==> config.mk <==
export PLATFORM = sky130hd
export DESIGN_NAME = pfx_add_arbiter
export DESIGN_NICKNAME = d
export VERILOG_FILES = /design/src/rtl/pfx_add_arbiter.sv
export SDC_FILE = /design/constraint.sdc
export NUM_CORES = 1
export LEC_CHECK = 0
export CORE_AREA = 2 2 307 309
export CTS_CLUSTER_SIZE = 20
export DETAILED_ROUTE_END_ITERATION = 8
export DIE_AREA = 0 0 309 311
export PLACE_DENSITY = 0.37
export SETUP_SLACK_MARGIN = 0.02
export SLEW_MARGIN = 20
export SYNTH_ARGS = -nofsm -noshare
export SYNTH_HDL_FRONTEND = slang
export SYNTH_SLANG_ARGS = --single-unit
==> constraint.sdc <==
create_clock -name clk -period 24.3 [get_ports clk]
set_clock_uncertainty 0.15 [all_clocks]
set_input_delay 2.43 -clock clk [delete_from_list [all_inputs] [get_ports clk]]
set_output_delay 2.43 -clock clk [all_outputs]
set_load 0.02 [all_outputs]
==> src/rtl/pfx_add_arbiter.sv <==
// pfx_add_arbiter: shares one external WIDTH-bit prefix adder between
// NREQ requesters; E stage drives the adder, R stage returns the result.
//
// Ports:
//   clk, rst            clock, async active-high reset
//   req_valid/req_ready per-requester handshake (one-hot grant)
//   req_a/req_b/req_cin packed operands, slot i at [i*WIDTH +: WIDTH]
//   add_a/add_b/add_cin registered operands to the adder
//   add_sum/add_cout    adder result, combinational from add_*
//   rsp_valid/rsp_ready result handshake
//   rsp_id/rsp_sum/rsp_cout result owner, sum, carry-out
//
// Build option: define PFX_ARB_RR_EN for round-robin arbitration;
// otherwise fixed priority (lowest index wins).

module pfx_add_arbiter #(
  parameter int WIDTH = 64,
  parameter int NREQ  = 4,
  parameter int IDW   = 2
) (
  input  logic                  clk,
  input  logic                  rst,
  input  logic [NREQ-1:0]       req_valid,
  output logic [NREQ-1:0]       req_ready,
  input  logic [NREQ*WIDTH-1:0] req_a,
  input  logic [NREQ*WIDTH-1:0] req_b,
  input  logic [NREQ-1:0]       req_cin,
  output logic [WIDTH-1:0]      add_a,
  output logic [WIDTH-1:0]      add_b,
  output logic                  add_cin,
  input  logic [WIDTH-1:0]      add_sum,
  input  logic                  add_cout,
  output logic                  rsp_valid,
  input  logic                  rsp_ready,
  output logic [IDW-1:0]        rsp_id,
  output logic [WIDTH-1:0]      rsp_sum,
  output logic                  rsp_cout
);

  logic            e_valid;
  logic [IDW-1:0]  e_id;
  logic            r_valid;
  logic [IDW-1:0]  r_id;
  logic [WIDTH-1:0] r_sum;
  logic            r_cout;

  logic            r_free;
  logic            e_free;
  logic            e_move;
  logic            xfer;

  logic [NREQ-1:0] gnt;
  logic [IDW-1:0]  gnt_id;
  logic            gnt_any;

  assign r_free = !r_valid || rsp_ready;
  assign e_free = !e_valid || r_free;
  assign e_move = e_valid && r_free;

  // Grant only ever marks a valid requester, so a grant with a
  // free E stage is a transfer.  Gated by rst so req_ready is 0
  // while reset is held, even with requests pending.
  assign req_ready = rst ? '0 : (gnt & {NREQ{e_free}});
  assign xfer      = !rst && gnt_any && e_free;

`ifdef PFX_ARB_RR_EN

  // ptr is the highest-priority index for the next grant.
  logic [IDW-1:0] ptr;

  always_comb begin
    int j;
    gnt     = '0;
    gnt_id  = '0;
    gnt_any = 1'b0;
    j       = 0;
    for (int k = 0; k < NREQ; k++) begin
      j = (int'(ptr) + k) % NREQ;
      if (!gnt_any && req_valid[j]) begin
        gnt[j]  = 1'b1;
        gnt_id  = IDW'(j);
        gnt_any = 1'b1;
      end
    end
  end

  always_ff @(posedge clk or posedge rst) begin
    if (rst) begin
      ptr <= '0;
    end else if (xfer) begin
      if (gnt_id == IDW'(NREQ - 1))
        ptr <= '0;
      else
        ptr <= gnt_id + 1'b1;
    end
  end

`else

  // Descending scan so the lowest valid index is the last writer.
  always_comb begin
    gnt     = '0;
    gnt_id  = '0;
    gnt_any = 1'b0;
    for (int j = NREQ - 1; j >= 0; j--) begin
      if (req_valid[j]) begin
        gnt     = '0;
        gnt[j]  = 1'b1;
        gnt_id  = IDW'(j);
        gnt_any = 1'b1;
      end
    end
  end

`endif

  // E stage: operand registers feed the adder directly.  They are
  // only written on a transfer, so they keep the last operands
  // when E drains.
  always_ff @(posedge clk or posedge rst) begin
    if (rst) begin
      e_valid <= 1'b0;
      e_id    <= '0;
      add_a   <= '0;
      add_b   <= '0;
      add_cin <= 1'b0;
    end else begin
      if (xfer) begin
        e_valid <= 1'b1;
        e_id    <= gnt_id;
        add_a   <= req_a[int'(gnt_id)*WIDTH +: WIDTH];
        add_b   <= req_b[int'(gnt_id)*WIDTH +: WIDTH];
        add_cin <= req_cin[gnt_id];
      end else if (e_move) begin
        e_valid <= 1'b0;
      end
    end
  end

  // R stage: captures the adder result; holds under backpressure.
  always_ff @(posedge clk or posedge rst) begin
    if (rst) begin
      r_valid <= 1'b0;
      r_id    <= '0;
      r_sum   <= '0;
      r_cout  <= 1'b0;
    end else begin
      if (e_move) begin
        r_valid <= 1'b1;
        r_id    <= e_id;
        r_sum   <= add_sum;
        r_cout  <= add_cout;
      end else if (rsp_ready) begin
        r_valid <= 1'b0;
      end
    end
  end

  assign rsp_valid = r_valid;
  assign rsp_id    = r_id;
  assign rsp_sum   = r_sum;
  assign rsp_cout  = r_cout;

endmodule

== Word level (Yosys, flattened, before mapping) ==
Cells that the tools add are included.

* Reductions and logical operators: 10
* Muxes and demuxes: 19
* Order comparisons: 1
* Shifts and indexed selects: 2
* Bitwise logic cells: 1

{| class="wikitable"
|+ Operators by type and width
! cell !! number
|-
| $shiftx 256x9->64 || 2
|-
| $mux 4 || 5
|-
| $mux 1 || 9
|-
| $mux 2 || 4
|-
| $and 4x4->4 || 1
|-
| $reduce_bool 2->1 || 2
|-
| $logic_and 1x1->1 || 3
|-
| $logic_not 1->1 || 3
|-
| $lt 2x3->1 const B || 1
|-
| $bmux 1 s2 || 1
|-
| $logic_or 1x1->1 || 2
|}

* Word-level logic and storage cells: 42
* Output and inout port bits: 201
* Input port bits: 588
* Flip-flop bits (word level): 200

== Depth between registers and ports, before layout ==
Gate-level depths: netlist of run 1.

* Word-level depth: 7
* Gate-level depth with buffers: 7
* Gate-level depth less buffers: 3

== Worst setup path after synthesis of run 1 ==
No wires, ideal clock.

* Path kind: input to output
* Start point: in rst
* End point: out req_ready[1]
* Required time: 21.720 ns
* Arrival time: 9.628 ns
* Stages on the path: 4
* Buffers on the path: 2
* Setup slack: 12.092 ns
* Path through: inv_1 > clkbuf_1 > clkbuf_1 > and3_1

* Cells in the longest elaborated chain, start to end: 1

{| class="wikitable"
|+ Ends and longest elaborated chain
! item !! line !! RTL
|-
| from (decl) || 22 || <nowiki>input logic rst,</nowiki>
|-
| $mux 4 || 63 || <nowiki>assign req_ready = rst ? '0 : (gnt & {NREQ{e_free}});</nowiki>
|-
| to (decl) || 24 || <nowiki>output logic [NREQ-1:0] req_ready,</nowiki>
|}

Every way passes these cells.

== Worst setup path in the final report of run 1 ==
* Start point: in rst
* End point: out req_ready[3]

Same word-level chain as after synthesis.

==> flow_metrics.tcl, run 1 <==
set metrics [dict create \
    status "complete, no violations" \
    max_freq_ghz 0.127 \
    clk_latency_ns 0.51 \
    fp-row-count 112 \
    ys_warn_count 0 \
    grt_max_degree 156 \
    via_per_inst 4.27 \
    synth.most_common_cell "nand2_1" \
    ant_nets 0 \
    synthTopCellsByArea "dfrtp_1 (38%), a41oi_2 (14%), nand3b_1 (7.5%)" \
    startpoint_type "input pin" \
    power_switching_mw 0.464 \
    avgSynthCellArea_um2 9.57 \
    die_h_um 311 \
    p_sw_frac 0.367 \
    synth_area_leader_cell "dfrtp_1" \
    numCtsBuffers 17 \
    grt_pass1_vias 15054 \
    hp-class "reg -> reg" \
    drt-total-wl_um 77200 \
    hold_viol_final 0 \
    fin_crit_ns 7.87 \
    path_buf_inv 4 \
    grt.total_usage 0.156 \
    seq_area_frac_synth 0.384 \
    fin_nets 2611 \
    vias 14100 \
    relSlewSlack 0.291 \
    p_per_area_mw_per_mm2 56.1 \
    clkSinkCount 200 \
    die_area_mm2 0.0961 \
    synth_cell_type_count 27 \
    grt_pass1_wl_um 110000 \
    async_reset_ff_frac 1.00 \
    p_leak_nw 7.62 \
    path_delay_family "buffers and inverters" \
    cp_num_cells 6 \
    reg2reg_depth 6 \
    crit_path_frequent_cell "clkdlybuf4s50_1" \
    cts_buffer_depth 2 \
    antenna_found_initial 15 \
    area_delta_synth_final_pct 72.9 \
    path_clk_slew_ns 0.09 \
    max_cap_viol_count 0 \
    first_pass_iters 5 \
    core-area_mm2 0.0928 \
    critPathMaxStageDelay_ns 0.62 \
    cts-root-buf "clkbuf_16" \
    routabilityCongestion 0.838 \
    cp_data_arrival_time_ns 5.29 \
    p_comb_frac 0.401 \
    synthTopCellsByCount "nand2_1 (259), dfrtp_1 (200), clkbuf_1 (137)" \
    endpoint_kind "output pin" \
    start_util 0.141 \
    period_share 0.324 \
    post_cts_buffers 0 \
    min_path_cells 1 \
    synth_nets 1950 \
    total_power_mw 1.27 \
    path_cells "clkdlybuf4s50_1 -> inv_8 -> buf_12 -> and2_1 -> and4b_1 -> clkdlybuf4s50_1" \
    critPathSlowestCell "buf_12" \
    post_synth_instance_area_mm2 0.0130 \
    synth-seq-cells 200 \
    netlist.area_leader.share 0.384 \
    ioPinCount 789 \
    cts-htree-levels 4 \
    layout-drive-gt1-share 0.119 \
    die_w_um 309 \
    timing.hold.ws_ns 0.360 \
    io_buffer_count 788 \
    cts_tree "built" \
    final.setup.tns_ns 0 \
    post_cts_resized 0 \
    cp_max_fo 155 \
    rsz0062_at_grt "false" \
    seq_power_share 0.341 \
    synthFlopType "dfrtp_1" \
    ir_drop_v 0.0000560 \
    overflow 0 \
    required_ns 21.72 \
    drc 0 \
    drt-wirelength-per-cell_um 23.4 \
    slew_violations 0 \
    synth-edff-count 0 \
    synthCells 1362 \
    p_int_mw 0.802 \
    pwr-share-clk 0.258 \
    drt_iter0_markers 656 \
    worstSetupPathType "in -> out" \
    hold_buffers 0 \
    worstMarginPinSlew_ns 1.06 \
    finalSetupViolations 0 \
    dp_hpwl_um 56300 \
]
## area by class of cell
cell class	count	area, um^2
multi-input cells	992	7240
diodes	15	37.5
well taps	1254	1570
clock buffers	18	429
repair buffers	810	8070
clock inverters	14	184
fillers	10088	70200
flip-flops and latches	200	5000
inverters	2	15.0
## per-stage QoR
stage                     cell area, um^2  instances  utilization  worst slack (ns)
after floorplan                     13000       1362            -             12.09
after global placement              21900       3258        0.236             16.29
after detailed placement            21900       3258        0.236             16.29
after CTS                           22500       3290        0.243             16.27
after global routing                22500       3304        0.243             16.10
final                               22500       3305        0.243             16.43
## cells by family (layout without fill, tap and decap cells)
| kind of cell | Yosys count | in the layout | synth area share |
|---|---|---|---|
| AND/OR/NAND/NOR | 404 | 404 | 0.157 |
| buffers and inverters | 170 | 844 | 0.0629 |
| flip-flops | 200 | 200 | 0.384 |
| other | 0 | 15 | 0 |
| multiplexers | 67 | 67 | 0.0579 |
| AO/OA/AOI/OAI | 521 | 521 | 0.339 |
## sequential cells by signal (all words and copies together) (netlist names)
signal,count
add_a,64
rsp_cout,1
e_id,2
e_valid,1
rsp_valid,1
add_cin,1
rsp_id,2
rsp_sum,64
add_b,64
## path summary, 6_finish.rpt
| check | slack [ns] | endpoint | from |
|---|---|---|---|
| worst min register to register | 0.36 | rsp_sum[45] | rsp_sum[45] |
| worst max register to register | 20.59 | add_b[0] | e_valid |
| max in group asynchronous | 20.47 | add_b[14] | rst |
| worst min-delay path | 0.36 | rsp_sum[45] | rsp_sum[45] |
| min in group asynchronous | 2.27 | add_a[55] | rst |
| worst max-delay path | 16.43 | req_ready[3] | rst |
## per-layer routing
layer	up-vias	global-route usage	part of all wire
li1	6413	-	-
met1	7179	0.183	0.40
met2	458	0.275	0.52
met3	48	0.0406	0.062
met4	2	0.0517	0.017
met5	-	0	0.00017
## power groups by stage
stage / sequential, mW / clock [mW] / combinational, mW
3_3_place_gp: 0.435 / 0 / 0.513
4_1_cts: 0.432 / 0.342 / 0.517
6_report: 0.431 / 0.326 / 0.508
5_1_grt: 0.439 / 0.352 / 0.538
2_1_floorplan: 0.504 / 0 / 0.156
3_5_place_dp: 0.436 / 0 / 0.515
## cells in the final DEF (no fill, tap or decap), drive strengths merged
cell / count
a31oi: 131
inv: 7
nor2: 2
bufinv: 1
nand3b: 130
nor2b: 1
diode: 15
and2: 1
nand2: 259
and4b: 1
and3: 3
buf: 25
or2: 2
a21oi: 1
clkinvlp: 1
mux2: 67
o221a: 1
nor3: 1
a21o: 129
clkdlybuf4s50: 785
nand3: 1
clkinv: 7
a21bo: 1
o21ai: 129
clkbuf: 18
a41oi: 129
nand2b: 2
or4: 1
dfrtp: 200
## worst reg2reg max path, stage by stage, from the launching register on
cell and delay (ns):
dfrtp_1 0.41, nand3b_1 0.10, buf_4 0.30, buf_4 0.65, and3_4 0.72, buf_4 0.81
a41oi_1 0.40
No activity file was read; power rests on OpenSTA's default activity.
==> inputs of run 2 (changes only) <==
- CORE_AREA: 2 2 307 309 -> 2 2 310 312
- DIE_AREA: 0 0 309 311 -> 0 0 312 314
- clock period: 24.3 -> 7.4 ns (I/O delays scaled with it)
==> flow_metrics.tcl, run 2 (same netlist as run 1, synthesis figures left out) <==
set metrics [dict create \
    crit_path_frequent_cell "clkdlybuf4s50_1" \
    required_ns 6.51 \
    power_switching_mw 1.52 \
    min-delay-start "rsp_sum[0]" \
    hold_end "rsp_sum[0]" \
    ir_drop_v 0.000180 \
    ioPinCount 789 \
    period_share 0.558 \
    final_cell_mix "clkdlybuf4s50_1 (785), nand2_1 (258), dfrtp_1 (200)" \
    cp_data_arrival_time_ns 3.24 \
    placed_cells 3267 \
    worstMarginPinSlew_ns 0.981 \
    critPathSlowestCell "clkdlybuf4s50_1" \
    max_cap_viol_count 0 \
    finalSetupViolations 0 \
    routabilityCongestion 0.821 \
    dp_hpwl_um 54900 \
    ant_nets 0 \
    status "complete, no violations" \
    cp_max_fo 136 \
    grt_pass1_wl_um 111000 \
    p_sw_frac 0.368 \
    max_freq_ghz 0.242 \
    area_delta_synth_final_pct 72.9 \
    clk_latency_ns 0.51 \
    p_per_area_mw_per_mm2 183 \
    worstSetupPathType "in -> out" \
    endpoint_kind "output pin" \
    pwr-share-clk 0.253 \
    p_int_mw 2.61 \
    numCtsBuffers 17 \
    fin_cells 3309 \
    path_delay_family "buffers and inverters" \
    path_buf_inv 3 \
    startpoint_type "input pin" \
    final.setup.tns_ns 0 \
    first_pass_iters 5 \
    relSlewSlack 0.346 \
    grt_max_degree 139 \
    fp-row-count 113 \
    total_power_mw 4.13 \
    dpl_cell_area_mm2 0.0219 \
    min_path_cells 1 \
    hold_buffers 0 \
    cts_buffer_depth 2 \
    die_h_um 314 \
    grt_pass1_vias 15176 \
    drt-total-wl_um 77100 \
    drc 0 \
    r2r_slack_ns 4.06 \
    cts-htree-levels 4 \
    design_area_mm2 0.0225 \
    fin_nets 2609 \
    die_area_mm2 0.0980 \
    timing.hold.ws_ns 0.359 \
    p_leak_nw 7.61 \
    reg2reg_depth 5 \
    hold_viol_final 0 \
    via_per_inst 4.26 \
    post_cts_resized 0 \
    io_buffer_count 788 \
    layout-drive-gt1-share 0.119 \
    fin_crit_ns 4.13 \
    grt.total_usage 0.152 \
    rsz0062_at_grt "false" \
    antenna_found_initial 9 \
    path_cells "clkdlybuf4s50_1 -> nand3b_1 -> buf_12 -> and2_1 -> and3_1 -> clkdlybuf4s50_1" \
    critPathMaxStageDelay_ns 0.66 \
    path_clk_slew_ns 0.09 \
    r2r_start "e_valid" \
    cts-root-buf "clkbuf_16" \
    start_util 0.138 \
    core-area_mm2 0.0944 \
    overflow 0 \
    vias 14105 \
    drt_iter0_markers 730 \
    seq_power_share 0.342 \
    critPathLaunch "rsp_ready" \
    hp-class "reg -> reg" \
    drt-wirelength-per-cell_um 23.3 \
    slew_violations 0 \
    rr_endpoint "add_a[59]" \
    clkSinkCount 200 \
    p_comb_frac 0.405 \
    cts_tree "built" \
    layout_commonest_cell "clkdlybuf4s50_1" \
    post_cts_buffers 0 \
    die_w_um 312 \
]
[run 2: cell count changes in the layout (fill, tap and decap cells not counted), moves of 2 or more]
cell	change
buf_12	+2
buf_4	-3
diode_2	-5
inv_8	-2
[run 2: worst register-to-register path, cell delays in order (launching register included)]
cell      delay [ns]
dfrtp_1         0.42
nand3b_1        0.15
buf_12          0.53
and3_4          0.98
buf_12          0.47
a41oi_1         0.49
[run 2: metal layers]
metal | global-route usage | part of all wire
met5 | 0 | 0.00017
met4 | 0.0369 | 0.012
met3 | 0.0362 | 0.053
met2 | 0.278 | 0.53
met1 | 0.179 | 0.41
[run 2: worst max path at each step]
stage / endpoint / depth (start not counted)
final: req_ready[2] / 6
after global placement: add_b[0] / 6
after detailed placement: add_a[59] / 6
after CTS: req_ready[3] / 6
after floorplan: req_ready[1] / 4
after global routing: req_ready[3] / 6
[run 2: metrics by stage]
stage / setup slack, ns / utilization
floorplan: 2.05 / -
finish: 3.27 / 0.239
CTS: 3.23 / 0.238
global placement: 3.14 / 0.232
global route: 3.13 / 0.239
detailed placement: 3.10 / 0.232
[run 2: layout make-up]
| type | count | area, um^2 |
|---|---|---|
| fill | 10298 | 71900 |
| timing repair buffer | 808 | 8070 |
| multi-input combinational | 992 | 7240 |
| sequential | 200 | 5000 |
| tap | 1265 | 1580 |
| clock buffer | 18 | 439 |
| clock inverter | 14 | 175 |
| antenna | 10 | 25.0 |
| inverter | 2 | 15.0 |
[run 2: power groups by stage]
| stage | clock, mW | sequential, mW | combinational [mW] |
|---|---|---|---|
| 2_1_floorplan | 0 | 1.66 | 0.513 |
| 3_3_place_gp | 0 | 1.43 | 1.69 |
| 3_5_place_dp | 0 | 1.43 | 1.70 |
| 4_1_cts | 1.10 | 1.41 | 1.70 |
| 5_1_grt | 1.14 | 1.44 | 1.77 |
| 6_report | 1.04 | 1.41 | 1.67 |
